**config.mk**
```make
export PLATFORM = sky130hd
export DESIGN_NAME = hwpe_ctrl_uloop_issuer
export DESIGN_NICKNAME = d
export VERILOG_FILES = /design/src/rtl/hwpe_ctrl_package.sv /design/src/rtl/hwpe_ctrl_uloop_issuer_fifo.sv /design/src/rtl/hwpe_ctrl_uloop_issuer.sv
export SDC_FILE = /design/constraint.sdc
export NUM_CORES = 1
export LEC_CHECK = 0
export CORE_ASPECT_RATIO = 0.7
export CORE_MARGIN = 2
export CORE_UTILIZATION = 47
export DETAILED_ROUTE_END_ITERATION = 8
export PLACE_DENSITY = 0.85
export SLEW_MARGIN = 10
export SYNTH_ARGS = -nofsm -noshare
export SYNTH_HDL_FRONTEND = slang
export SYNTH_HIERARCHICAL = 1
export SYNTH_SLANG_ARGS = --single-unit
export TNS_END_PERCENT = 10
```
**constraint.sdc**
```tcl
create_clock -name clk_i -period 2.9 [get_ports clk_i]
set_input_delay 0.725 -clock clk_i [delete_from_list [all_inputs] [get_ports clk_i]]
set_output_delay 0.725 -clock clk_i [all_outputs]
set_load 0.02 [all_outputs]
```
**src/rtl/hwpe_ctrl_package.sv**
```systemverilog
// Shared uloop interface types and the issuer state encoding for the HWPE controller.
`default_nettype none

package hwpe_ctrl_package;

    localparam int unsigned ULOOP_NB_REG    = 4;
    localparam int unsigned ULOOP_REG_WIDTH = 32;
    localparam int unsigned ULOOP_NB_LOOPS  = 6;
    localparam int unsigned ULOOP_CNT_WIDTH = 16;

    typedef struct packed {
        logic enable;
        logic clear;
    } ctrl_uloop_t;

    typedef struct packed {
        logic                                             done;
        logic                                             valid;
        logic [ULOOP_NB_REG-1:0][ULOOP_REG_WIDTH-1:0]     offs;
        logic [ULOOP_NB_LOOPS-1:0][ULOOP_CNT_WIDTH-1:0]   idx;
    } flags_uloop_t;

    // One buffered uloop step as stored in the issuer FIFO.
    typedef struct packed {
        logic [ULOOP_NB_REG-1:0][ULOOP_REG_WIDTH-1:0]     offs;
        logic [ULOOP_NB_LOOPS-1:0][ULOOP_CNT_WIDTH-1:0]   idx;
        logic                                             done;
    } uloop_issuer_entry_t;

    typedef enum logic [2:0] {
        ISS_IDLE  = 3'd0,
        ISS_CLEAR = 3'd1,
        ISS_REQ   = 3'd2,
        ISS_WAIT  = 3'd3,
        ISS_DRAIN = 3'd4,
        ISS_DONE  = 3'd5
    } uloop_issuer_state_t;

endpackage

`default_nettype wire

```
**src/rtl/hwpe_ctrl_uloop_issuer_fifo.sv**
```systemverilog
// First-word fall-through FIFO with occupancy; push and pop are both honoured when full.
`default_nettype none

module hwpe_ctrl_uloop_issuer_fifo #(
    parameter int unsigned DATA_WIDTH = 8,
    parameter int unsigned DEPTH      = 2
) (
    input  logic                    clk_i,
    input  logic                    rst_ni,
    input  logic                    clear_i,
    input  logic                    push_i,
    input  logic [DATA_WIDTH-1:0]   data_i,
    input  logic                    pop_i,
    output logic [DATA_WIDTH-1:0]   data_o,
    output logic                    full_o,
    output logic                    empty_o,
    output logic [$clog2(DEPTH):0]  occupancy_o
);

    localparam int unsigned PTR_WIDTH = $clog2(DEPTH);
    localparam int unsigned OCC_WIDTH = PTR_WIDTH + 1;

    logic [DATA_WIDTH-1:0] mem_q [DEPTH];
    logic [DATA_WIDTH-1:0] mem_d [DEPTH];
    logic [PTR_WIDTH-1:0]  wr_ptr_q, wr_ptr_d;
    logic [PTR_WIDTH-1:0]  rd_ptr_q, rd_ptr_d;
    logic [OCC_WIDTH-1:0]  occ_q, occ_d;
    logic                  do_push, do_pop;

    assign empty_o     = (occ_q == '0);
    assign full_o      = (occ_q == OCC_WIDTH'(DEPTH));
    assign occupancy_o = occ_q;
    assign data_o      = mem_q[rd_ptr_q];

    // A pop frees the slot the simultaneous push lands in when full.
    assign do_pop  = pop_i & ~empty_o;
    assign do_push = push_i & (~full_o | do_pop);

    always_comb begin
        mem_d    = mem_q;
        wr_ptr_d = wr_ptr_q;
        rd_ptr_d = rd_ptr_q;
        occ_d    = occ_q;
        if (clear_i) begin
            wr_ptr_d = '0;
            rd_ptr_d = '0;
            occ_d    = '0;
        end else begin
            if (do_push) begin
                mem_d[wr_ptr_q] = data_i;
                wr_ptr_d        = wr_ptr_q + PTR_WIDTH'(1);
            end
            if (do_pop) begin
                rd_ptr_d = rd_ptr_q + PTR_WIDTH'(1);
            end
            occ_d = occ_q + OCC_WIDTH'(do_push) - OCC_WIDTH'(do_pop);
        end
    end

    always_ff @(posedge clk_i or negedge rst_ni) begin
        if (!rst_ni) begin
            mem_q    <= '{default: '0};
            wr_ptr_q <= '0;
            rd_ptr_q <= '0;
            occ_q    <= '0;
        end else begin
            mem_q    <= mem_d;
            wr_ptr_q <= wr_ptr_d;
            rd_ptr_q <= rd_ptr_d;
            occ_q    <= occ_d;
        end
    end

endmodule

`default_nettype wire

```
**src/rtl/hwpe_ctrl_uloop_issuer.sv**
```systemverilog
// Uloop initiator: issues enable/clear to the uloop engine and streams returned offsets/indices.
// Define HWPE_CTRL_ULOOP_ISSUER_PREFETCH_EN to let the engine run ahead up to FIFO_DEPTH steps.
`default_nettype none

module hwpe_ctrl_uloop_issuer
    import hwpe_ctrl_package::*;
#(
    parameter int unsigned NB_REG     = ULOOP_NB_REG,
    parameter int unsigned REG_WIDTH  = ULOOP_REG_WIDTH,
    parameter int unsigned NB_LOOPS   = ULOOP_NB_LOOPS,
    parameter int unsigned CNT_WIDTH  = ULOOP_CNT_WIDTH,
    parameter int unsigned FIFO_DEPTH = 2
) (
    input  logic                          clk_i,
    input  logic                          rst_ni,
    input  logic                          clear_i,
    input  logic                          start_i,
    output logic                          busy_o,
    output logic                          done_o,
    output ctrl_uloop_t                   ctrl_o,
    input  flags_uloop_t                  flags_i,
    output logic                          valid_o,
    input  logic                          ready_i,
    output logic [NB_REG*REG_WIDTH-1:0]   offs_o,
    output logic [NB_LOOPS*CNT_WIDTH-1:0] idx_o,
    output logic                          last_o,
    output logic [CNT_WIDTH-1:0]          iter_cnt_o
);

    localparam int unsigned OCC_WIDTH = $clog2(FIFO_DEPTH) + 1;

    uloop_issuer_state_t   state_q, state_d;
    logic [CNT_WIDTH-1:0]  iter_cnt_q, iter_cnt_d;
    logic                  fifo_push, fifo_pop, fifo_full, fifo_empty, issue_ok;
    logic [OCC_WIDTH-1:0]  fifo_occ;
    uloop_issuer_entry_t   fifo_wdata, head;

    assign fifo_wdata = '{offs: flags_i.offs, idx: flags_i.idx, done: flags_i.done};

    hwpe_ctrl_uloop_issuer_fifo #(
        .DATA_WIDTH ($bits(uloop_issuer_entry_t)),
        .DEPTH      (FIFO_DEPTH)
    ) i_fifo (
        .clk_i       (clk_i),
        .rst_ni      (rst_ni),
        .clear_i     (clear_i),
        .push_i      (fifo_push),
        .data_i      (fifo_wdata),
        .pop_i       (fifo_pop),
        .data_o      (head),
        .full_o      (fifo_full),
        .empty_o     (fifo_empty),
        .occupancy_o (fifo_occ)
    );

    assign valid_o    = ~fifo_empty;
    assign fifo_pop   = valid_o & ready_i;
    assign last_o     = valid_o & head.done;
    assign iter_cnt_o = iter_cnt_q;

    // Only one request is ever outstanding, so a free slot now is a reserved slot for its response.
`ifdef HWPE_CTRL_ULOOP_ISSUER_PREFETCH_EN
    assign issue_ok = (fifo_occ < OCC_WIDTH'(FIFO_DEPTH));
`else
    assign issue_ok = fifo_empty & ~fifo_pop;
`endif

    for (genvar r = 0; r < NB_REG; r++) begin : g_offs
        if (r < ULOOP_NB_REG) begin : g_map
            assign offs_o[r*REG_WIDTH +: REG_WIDTH] = valid_o ? REG_WIDTH'(head.offs[r]) : '0;
        end else begin : g_zero
            assign offs_o[r*REG_WIDTH +: REG_WIDTH] = '0;
        end
    end

    for (genvar l = 0; l < NB_LOOPS; l++) begin : g_idx
        if (l < ULOOP_NB_LOOPS) begin : g_map
            assign idx_o[l*CNT_WIDTH +: CNT_WIDTH] = valid_o ? CNT_WIDTH'(head.idx[l]) : '0;
        end else begin : g_zero
            assign idx_o[l*CNT_WIDTH +: CNT_WIDTH] = '0;
        end
    end

    always_ff @(posedge clk_i or negedge rst_ni) begin
        if (!rst_ni) begin
            state_q    <= ISS_IDLE;
            iter_cnt_q <= '0;
        end else begin
            state_q    <= state_d;
            iter_cnt_q <= iter_cnt_d;
        end
    end

    always_comb begin
        state_d    = state_q;
        iter_cnt_d = iter_cnt_q;
        fifo_push  = 1'b0;
        unique case (state_q)
            ISS_IDLE: begin
                if (start_i) begin
                    state_d    = ISS_CLEAR;
                    iter_cnt_d = '0;
                end
            end
            ISS_CLEAR: state_d = ISS_REQ;
            ISS_REQ: begin
                if (issue_ok) state_d = ISS_WAIT;
            end
            ISS_WAIT: begin
                if (flags_i.valid) begin
                    fifo_push  = 1'b1;
                    iter_cnt_d = (iter_cnt_q == '1) ? iter_cnt_q : iter_cnt_q + CNT_WIDTH'(1);
                    state_d    = flags_i.done ? ISS_DRAIN : ISS_REQ;
                end
            end
            ISS_DRAIN: begin
                // Leave as the last entry is popped so done_o follows it by one cycle.
                if (fifo_empty || ((fifo_occ == OCC_WIDTH'(1)) && fifo_pop)) state_d = ISS_DONE;
            end
            ISS_DONE: state_d = ISS_IDLE;
            default:  state_d = ISS_IDLE;
        endcase
        if (clear_i) begin
            state_d    = ISS_IDLE;
            iter_cnt_d = '0;
            fifo_push  = 1'b0;
        end
    end

    always_comb begin
        ctrl_o        = '0;
        busy_o        = (state_q != ISS_IDLE);
        done_o        = (state_q == ISS_DONE);
        ctrl_o.enable = (state_q == ISS_REQ) & issue_ok & ~clear_i;
        ctrl_o.clear  = clear_i | (state_q == ISS_CLEAR);
    end

`ifndef SYNTHESIS
    a_no_overflow: assert property (@(posedge clk_i) disable iff (!rst_ni)
        fifo_push |-> (!fifo_full || fifo_pop));
`endif

endmodule

`default_nettype wire

```
Word-level counts from Yosys, hierarchy flattened
Index checks and enable logic that the tools add are counted.
{"block": "word_totals", "output_inout_bits": 246, "wordCells": 91, "register_bits": 473}
{"block": "classes", "n_addsub": 5, "n_mux": 36, "n_reduce_logical": 12, "eq_ne": 13, "n_bitwise": 15, "order_cmp": 3}
{"op": "$mux 225", "count": 4}
{"op": "$bwmux 450", "count": 1}
{"op": "$demux 225 s1", "count": 1}
{"op": "$mux 16", "count": 10}
{"op": "$mux 32", "count": 4}
{"op": "$pmux 16 s2", "count": 1}
{"op": "$mux 3", "count": 6}
{"op": "$add 16x1->16 const B", "count": 1}
{"op": "$eq 16x16->1 const B", "count": 1}
{"op": "$ne 3x3->1 const B", "count": 5}
{"op": "$pmux 3 s5", "count": 1}
{"op": "$reduce_and 4->1", "count": 2}
{"op": "$and 1x1->1", "count": 7}
{"op": "$mux 1", "count": 7}
{"op": "$eq 3x2->1 const B", "count": 2}
{"op": "$eq 3x3->1 const B", "count": 2}
{"op": "$reduce_bool 3->1", "count": 2}
{"op": "$ge 2x2->1 const B", "count": 2}
{"op": "$not 1->1", "count": 4}
{"op": "$not 1->2", "count": 2}
{"op": "$reduce_bool 2->1", "count": 2}
{"op": "$eq 3x1->1 const B", "count": 1}
{"op": "$logic_not 3->1", "count": 1}
{"op": "$add 1x1->1 const B", "count": 2}
{"op": "11 further kinds", "count": 13}

Longest topological paths before layout
Gate-level depths: netlist (run 1).
{"block": "depth", "ltp_word": 9, "ltp_mapped": 11}

By module
Netlist (run 1), hierarchy kept.
{"module": "hwpe_ctrl_uloop_issuer_fifo", "n_inst": 1, "area_each_um2": 20150.6, "cells_each": 1224, "seq_area_each_um2": 11360.9}
{"module": "hwpe_ctrl_uloop_issuer", "n_inst": 1, "area_each_um2": 2720.1, "cells_each": 392, "seq_area_each_um2": 475.5}

Least setup slack after synthesis (run 1)
No wires, ideal clock.
{"block": "synth_timing", "path_kind": "input port to flip-flop", "start": "input clear_i", "end": "register i_fifo/mem_q[100] (netlist name)", "path_buffers": 6, "setup_time_ns": 0.125, "arrival_time_ns": 2.642, "stages": 10, "slack_ns": 0.133, "cell_sequence": "buf_2 and4bb_2 and2_1 buf_2 buf_2 and4b_1 buf_6 buf_6 buf_6 mux2_4"}
{"block": "synth_via", "elab_chain_cells": 3, "word_cells_on_any_way": 4, "classes_between": "1 x mux; 2 x bitwise; 1 x reduce/logical"}
{"element": "start: declaration", "line_no": "hwpe_ctrl_uloop_issuer.sv:16", "rtl": "input logic clear_i,"}
{"element": "$mux 1", "line_no": "hwpe_ctrl_uloop_issuer.sv:123", "rtl": "if (clear_i) begin"}
{"element": "net fifo_push", "line_no": "hwpe_ctrl_uloop_issuer.sv:34", "rtl": "logic fifo_push, fifo_pop, fifo_full, fifo_empty, issue_ok;"}
{"element": "$and 1x1->1", "line_no": "hwpe_ctrl_uloop_issuer_fifo.sv:37", "rtl": "assign do_push = push_i & (~full_o | do_pop);"}
{"element": "$reduce_and 2->1 (no line)"}
{"element": "end signal: assignment", "line_no": "hwpe_ctrl_uloop_issuer_fifo.sv:67", "rtl": "mem_q <= mem_d;"}
{"element": "end: declaration", "line_no": "hwpe_ctrl_uloop_issuer_fifo.sv:23", "rtl": "logic [DATA_WIDTH-1:0] mem_q [DEPTH];"}
The timed path passes the listed nets, and every way through them passes these cells.
A chain may end at the register's enable or synchronous reset.

==> results of run 1 <==
-- what timing repair did --
item | 4_1_cts | 5_1_grt
endpoints found under the setup margin | 227 | 176
gates resized for setup | 605 | 187
pin swaps | 0 | 0
cloned | 0 | 1
buffers inserted | 0 | 4
-- routing by layer --
layer	GRT usage	up-vias	part of all wire
met4	0.0866	12	0.036
met2	0.374	401	0.48
met5	0	-	0.0011
met1	0.292	7599	0.42
li1	-	6701	-
met3	0.0630	129	0.067
-- worst max-delay path: cells and delay by family (launching register included) --
kind	cells	cell delay, ps
flip-flops	1	500
buffers and inverters	2	630
AND/OR/NAND/NOR	1	130
multiplexers	1	390
-- cells in the final DEF (no fill, tap or decap), drive strengths merged, types with 4 or more instances in the layout --
cell / instances
dfrtp: 473
dlygate4sd2: 16
nand4: 5
inv: 12
clkdlybuf4s50: 247
o21ai: 9
bufinv: 4
nor2: 16
clkbuf: 127
buf: 222
nor4: 4
a31oi: 18
clkinv: 12
nand3: 10
nor3: 6
mux2: 676
nand2: 14
clkdlybuf4s15: 28
nor2b: 228
-- sequential cells by signal (all words and copies together), names as in the netlist --
| signal | cells |
|---|---|
| i_fifo/occupancy_o | 2 |
| i_fifo/mem_q | 450 |
| i_fifo/rd_ptr_q | 1 |
| state_q | 3 |
| iter_cnt_o | 16 |
| i_fifo/wr_ptr_q | 1 |
-- where the power goes --
group | internal (mW) | switching, mW
Combinational | 1.27 | 0.624
Sequential | 7.15 | 0.278
Clock | 3.72 | 2.65
Total | 12.1 | 3.55
-- how the worst max path moves through the flow --
stage,slack (ps),cells after the start,end,start
detailed placement,5,4,ctrl_o[0],clear_i
global placement,70,4,ctrl_o[0],clear_i
finish,-150,4,offs_o[41],i_fifo/rd_ptr_q$_DFFE_PN0P_
global route,-220,4,offs_o[41],i_fifo/rd_ptr_q$_DFFE_PN0P_
floorplan,130,10,i_fifo/mem_q[100]$_DFFE_PN0P_,clear_i
CTS,-220,5,idx_o[70],i_fifo/rd_ptr_q$_DFFE_PN0P_
-- cell type report --
cell class / count / area [sq um]
clock inverter: 21 / 224
timing repair buffer: 576 / 5240
fill: 3534 / 18000
tap: 655 / 820
antenna: 2 / 5.00
clock buffer: 67 / 1390
inverter: 10 / 37.5
multi-input combinational: 1024 / 10400
sequential: 473 / 11800
==> results.yml, run 1 <==
grt:
  grt_usage: 0.229
  grt.overflow.total: 0
  grt_pass1_wl_microns: 91700
  grt_pass1_vias: 16300
  grt_max_degree: 83
  antenna_found_initial: 8
route:
  antenna_left: 0
  first_iter_violations: 749
  vias_per_cell: 5.25
  route.detailed.drc: 0
  vias: 14800
  postRouteWirelength_microns: 58700
  routedWlPerCell_microns: 20.8
  firstDrtPassIters: 4
timing:
  drv_slew: 0
  layout_setup_ws_ps: -145
  skew_ps: 14.9
  timing.final.crit_share: 1.05
  max_freq_mhz: 328
  max_slew_margin: 0.465
  min_period_ps: 3050
  rsz0062_at_grt: "true"
  worst_hold_slack_ps: 116
  setup_viol: 16
  hold_viol_final: 0
  tns_ps: -1090
  worstMarginPinSlew_ps: 802
placed_design:
  dp_cells: 2733
  preCtsSetupSlack_ps: 4.93
  gp_congestion: 0.802
  numPortBuffers: 476
  dp_hpwl_microns: 40900
  dpl-instance-area_sq_um: 29000
clock_network:
  cts_inserted_buffers: 48
  cts.htree.levels: 2
  cts_root_buf: "clkbuf_16"
  postCtsHoldBufs: 0
  cts_tree: "built"
  clkTransAtPathRegs_ps: 60
  clockBufferDepth: 3
  cts_sinks: 473
  clk_latency_ps: 560
logic_synthesis:
  syn_inst: 1615
  syn_avg_cell_area_sq_um: 14.2
  syn_area_sq_um: 22900
  synth_nets: 1849
  yosysWarnings: 6
floorplan:
  pin_count: 477
  fp.dieH_microns: 189
  rows: 67
  initial_utilization: 0.477
  dieArea_sq_um: 50500
  core-area_sq_um: 48000
  die_w_microns: 268
critical_path:
  critPathKind: "reg2out"
  worst-r2r-setup-slack_ps: 540
  critPathMaxStageDelay_ps: 500
  required_ps: 2170
  r2r_start: "i_fifo/occupancy_o[1]$_DFF_PN0_"
  cp_slowest_cell: "dfrtp_4"
  rr_endpoint: "i_fifo/mem_q[97]$_DFFE_PN0P_"
  cp_max_fo: 61
  end_kind: "output port"
  startpoint_type: "flip-flop"
  r2r_cells: 8
  cp.arrival_ps: 2320
  crit_chain: "buf_16 > mux2_2 > nor2b_1 > clkdlybuf4s15_1"
cells_and_area:
  area_growth_pct: 31.1
  post-route-util: 0.625
  final_area_sq_um: 30000
  drive_gt1_frac: 0.492
  nNetsFinal: 2367
  final_cells: 2828
job:
  cap_viol_max_count: 0
outcome:
  status: "finished, violations left"
  failed_checks: "setup timing"
worst_hold_path:
  hold_class: "in2async"
power_and_ir_drop:
  power.total_mw: 15.7
  power_density_nw_per_um2: 523
  irDropWorstVdd_v: 0.000430
  p_leak_nw: 14.4
Power figures use the tool's default switching activity.
==> run 2, diff against run 1 <==
Settings changed: CORE_ASPECT_RATIO 0.7 to unset, SLEW_MARGIN 10 to unset.
==> run 2 against run 1 <==
The flow still finishes with violations (setup timing). Routed wire length increased by 0.97%. First-iteration DRC count up 9.5%. Global-route usage hardly changed. Flip-flop and latch count unchanged. Sequential share of layout area increased by 0.054 points.
==> results.yml, run 2 (synthesis gave the netlist of run 1 again) <==
placed_design:
  numPortBuffers: 476
  gp_congestion: 0.822
  dp_hpwl_microns: 41200
cells_and_area:
  drive_gt1_frac: 0.488
  layout_commonest_cell: "mux2_2"
  final_cell_mix: "mux2_2 (526), dfrtp_1 (469), clkdlybuf4s50_1 (246)"
  area_growth_pct: 30.9
  largest_reg_flops: 450
  nNetsFinal: 2363
  top_register: "i_fifo/mem_q"
clock_network:
  clk_latency_ps: 580
  cts_tree: "built"
  cts_root_buf: "clkbuf_16"
  cts_sinks: 473
  cts_inserted_buffers: 50
  clkTransAtPathRegs_ps: 60
  clockBufferDepth: 3
  cts.htree.levels: 2
job:
  cap_viol_max_count: 0
critical_path:
  cp_max_fo: 15
  cp-startpoint: "i_fifo/rd_ptr_q$_DFFE_PN0P_"
  cp.arrival_ps: 2250
  path_buf_inv: 3
  rr_endpoint: "i_fifo/mem_q[144]$_DFFE_PN0P_"
  r2r_start: "i_fifo/occupancy_o[0]$_DFF_PN0_"
  end_kind: "output port"
  crit_chain: "buf_12 > buf_6 > mux2_2 > nor2b_1 > dlygate4sd2_1"
  endpoint: "offs_o[31]"
  critPathMaxStageDelay_ps: 460
  startpoint_type: "flip-flop"
  critical-path-top-delay-family: "buffers and inverters"
  critPathKind: "reg2out"
  worst-r2r-setup-slack_ps: 350
  r2r_cells: 8
  cp_slowest_cell: "dfrtp_4"
  worst-path-stages: 5
  required_ps: 2170
grt:
  antenna_found_initial: 4
  grt.overflow.total: 0
  grt_usage: 0.230
  grt_max_degree: 68
  grt_pass1_wl_microns: 91700
  grt_pass1_vias: 16200
timing:
  worstMarginPinSlew_ps: 608
  setup_viol: 7
  max_slew_margin: 0.595
  max_freq_mhz: 336
  drv_slew: 0
  timing.final.crit_share: 1.02
  hold_viol_final: 0
  worst_hold_slack_ps: 123
  min_period_ps: 2970
  layout_setup_ws_ps: -71.8
  rsz0062_at_grt: "true"
  skew_ps: 16.7
route:
  vias: 14800
  postRouteWirelength_microns: 59300
  antenna_left: 0
  vias_per_cell: 5.34
  firstDrtPassIters: 4
  routedWlPerCell_microns: 21.3
  first_iter_violations: 820
  route.detailed.drc: 0
power_and_ir_drop:
  power.total_mw: 15.8
  p_int_mw: 12.3
  p_clk_frac: 0.412
  pwr-share-seq: 0.470
  combPwrFrac: 0.118
  irDropWorstVdd_v: 0.000500
  power_density_nw_per_um2: 528
  switchingPower_mw: 3.50
  p_leak_nw: 14.5
  sw_frac_of_total: 0.221
outcome:
  status: "finished, violations left"
  failed_checks: "setup timing"
floorplan:
  core-area_sq_um: 47800
  die_w_microns: 225
  dieArea_sq_um: 50400
  fp.dieH_microns: 225
  rows: 80
  initial_utilization: 0.478
  pin_count: 477
worst_hold_path:
  hold_class: "in2async"
## run 2: final cells by class
type	count	area, sq um
clock inverters	13	196
diodes	1	2.50
repair buffers	570	5230
multi-input cells	1024	10400
inverters	10	37.5
flip-flops and latches	473	11800
clock buffers	74	1460
fillers	3598	17900
well taps	615	769
## run 2: routing by layer
metal,wire (microns),global-route usage,vias up
met4,2290,0.0929,4
met2,28400,0.376,453
met5,27,0,-
met3,4280,0.0679,132
li1,-,-,6687
met1,24300,0.286,7557
## run 2: power by group through the flow
| stage | clock network (mW) | registers [mW] | logic, mW |
|---|---|---|---|
| 2_1_floorplan | 0 | 7.44 | 1.14 |
| 3_3_place_gp | 0 | 7.48 | 1.80 |
| 3_5_place_dp | 0 | 7.54 | 1.88 |
| 4_1_cts | 6.69 | 7.43 | 1.89 |
| 5_1_grt | 6.94 | 7.49 | 2.03 |
| 6_report | 6.51 | 7.43 | 1.87 |
## run 2: worst min path at each step
stage | startpoint | endpoint | slack, ps | cells past startpoint
2_1_floorplan | rst_ni | i_fifo/mem_q[0]$_DFFE_PN0P_ | 430 | 0
3_3_place_gp | i_fifo/mem_q[428]$_DFFE_PN0P_ | i_fifo/mem_q[428]$_DFFE_PN0P_ | 480 | 1
3_5_place_dp | i_fifo/mem_q[219]$_DFFE_PN0P_ | i_fifo/mem_q[219]$_DFFE_PN0P_ | 490 | 1
4_1_cts | rst_ni | i_fifo/mem_q[334]$_DFFE_PN0P_ | 110 | 1
5_1_grt | rst_ni | i_fifo/mem_q[116]$_DFFE_PN0P_ | 150 | 1
6_report | rst_ni | i_fifo/mem_q[334]$_DFFE_PN0P_ | 120 | 1
## run 2: metrics by stage
step                TNS (ps)  utilization  instance area [sq um]  instances  setup WS, ps
detailed placement     -2610        0.606                  29000       2681          -131
global route            -987        0.626                  29900       2780          -138
floorplan                  0            -                  22900       1615           133
finish                  -141        0.626                  29900       2780         -71.8
global placement       -67.2        0.606                  29000       2681         -67.2
CTS                   -15820        0.634                  30300       2768          -213
## run 2: what timing repair did
action,in CTS,in global routing
hold buffers,0,0
pin swaps,1,0
buffers inserted,0,7
endpoints found under the setup margin,228,160
resized for setup,402,295
gates cloned,0,4
==> run 3, diff against run 2 <==
Settings changed: GPL_TIMING_DRIVEN set to 0.
==> run 3 against run 2 <==
The run still ends with setup timing left. Largest power group unchanged. Clock skew fell by 6.5 ps. Die area did not move. Final area rose by 0.58%. Routed wire length rose by 4.7%. Hold slack got worse by 27 ps. Largest cell class unchanged. Combinational power barely moved. Via count rose by 0.90%. Sequential share of layout area fell by 0.25 points.
==> results.yml, run 3 (synthesis gave the netlist of run 1 again) <==
clock_network:
  cts_sinks: 473
  cts.htree.levels: 2
  clkTransAtPathRegs_ps: 60
  cts_tree: "built"
  clockBufferDepth: 3
  clk_latency_ps: 580
  cts_inserted_buffers: 51
  postCtsHoldBufs: 0
  cts_root_buf: "clkbuf_16"
power_and_ir_drop:
  irDropWorstVdd_v: 0.000507
  power.total_mw: 16.1
  p_leak_nw: 14.7
  power_density_nw_per_um2: 535
cells_and_area:
  post-route-util: 0.629
  largest_reg_flops: 450
  final_area_sq_um: 30100
  area_growth_pct: 31.7
  multi_input_area_sq_um: 10400
  nNetsFinal: 2384
  register_area_sq_um: 11800
  final_cell_mix: "mux2_2 (518), dfrtp_1 (472), clkdlybuf4s50_1 (245)"
  fillCellCount: 3668
  layout_commonest_cell: "mux2_2"
  drive_gt1_frac: 0.478
  top_register: "i_fifo/mem_q"
critical_path:
  critPathMaxStageDelay_ps: 370
  crit_chain: "buf_12 > clkbuf_16 > clkbuf_16 > mux2_2 > nor2b_1 > clkdlybuf4s15_2"
  end_kind: "output port"
  cp_slowest_cell: "dfrtp_2"
  r2r_start: "i_fifo/occupancy_o[0]$_DFF_PN0_"
  required_ps: 2170
  critPathKind: "reg2out"
  r2r_cells: 10
  crit_top_cell: "clkbuf_16"
  rr_endpoint: "i_fifo/mem_q[384]$_DFFE_PN0P_"
  cp.arrival_ps: 2210
  worst-r2r-setup-slack_ps: 110
  cp_max_fo: 10
  startpoint_type: "flip-flop"
grt:
  grt_pass1_vias: 16600
  grt_usage: 0.242
  grt_pass1_wl_microns: 95400
  grt_max_degree: 121
  antenna_found_initial: 10
  grt.overflow.total: 0
timing:
  tns_ps: -122
  layout_setup_ws_ps: -38.5
  min_period_ps: 2940
  setup_viol: 8
  worstMarginPinSlew_ps: 687
  max_freq_mhz: 340
  timing.final.crit_share: 1.01
  skew_ps: 10.2
  max_slew_margin: 0.542
  hold_viol_final: 0
  rsz0062_at_grt: "true"
  drv_slew: 0
outcome:
  status: "finished, violations left"
  failed_checks: "setup timing"
placed_design:
  dp_hpwl_microns: 43800
  numPortBuffers: 476
  gp_congestion: 0.808
  preCtsSetupSlack_ps: -1540
  dpl-instance-area_sq_um: 28500
floorplan:
  core-area_sq_um: 47800
  pin_count: 477
  fp.dieH_microns: 225
  rows: 80
  dieArea_sq_um: 50400
  initial_utilization: 0.478
  die_w_microns: 225
route:
  vias_per_cell: 5.33
  first_iter_violations: 514
  route.detailed.drc: 0
  vias: 15000
  firstDrtPassIters: 5
  routedWlPerCell_microns: 22.1
  postRouteWirelength_microns: 62100
  antenna_left: 0
worst_hold_path:
  hold_class: "in2async"
job:
  cap_viol_max_count: 0
[run 3: worst max-delay path: cells and delay by family (launching register included)]
family        cells  cell delay [ps]
flops             1              370
mux               1              330
buf+inv           4              800
simple gates      1              120
[run 3: repair_timing]
action / in CTS / in global routing
cloned: 0 / 1
gates resized for setup: 739 / 169
pin swaps: 0 / 1
hold endpoints to repair: 0 / 0
buffers inserted: 2 / 1
endpoints found under the setup margin: 682 / 499
[run 3: cell type report]
type	count	area share
Sequential cell	473	0.393
Multi-Input combinational cell	1024	0.346
Timing Repair Buffer	484	0.137
Clock buffer	75	0.0504
Buffer	106	0.0385
Tap cell	615	0.0256
Clock inverter	14	0.00765
Inverter	10	0.00125
Antenna cell	7	0.000582
[run 3: worst max path at each step]
stage | from | cells after the start | to
finish | i_fifo/rd_ptr_q$_DFFE_PN0P_ | 6 | offs_o[58]
global placement | rst_ni | 1 | i_fifo/mem_q[199]$_DFFE_PN0P_
CTS | i_fifo/rd_ptr_q$_DFFE_PN0P_ | 6 | offs_o[48]
detailed placement | i_fifo/occupancy_o[1]$_DFF_PN0_ | 10 | i_fifo/mem_q[372]$_DFFE_PN0P_
floorplan | clear_i | 10 | i_fifo/mem_q[100]$_DFFE_PN0P_
global route | i_fifo/rd_ptr_q$_DFFE_PN0P_ | 5 | offs_o[111]
[run 3: report_power, final]
part | leakage, nW | switching [mW] | internal, mW
clock network | 0.859 | 2.64 | 4.14
logic | 7.29 | 0.635 | 1.26
registers | 6.51 | 0.278 | 7.15
total | 14.7 | 3.55 | 12.6
[run 3: metrics by stage]
| step | std cells | hold WS [ps] |
|---|---|---|
| floorplan | 1615 | 429 |
| global placement | 2706 | 483 |
| detailed placement | 2710 | 489 |
| CTS | 2799 | 77.6 |
| global route | 2807 | 111 |
| finish | 2808 | 95.5 |
[run 3: routing by layer]
metal | vias up | global-route usage | wire length [microns]
met5 | - | 0 | 40
met4 | 6 | 0.0929 | 2020
met3 | 117 | 0.0711 | 4630
met2 | 431 | 0.418 | 31100
met1 | 7677 | 0.285 | 24300
li1 | 6736 | - | -
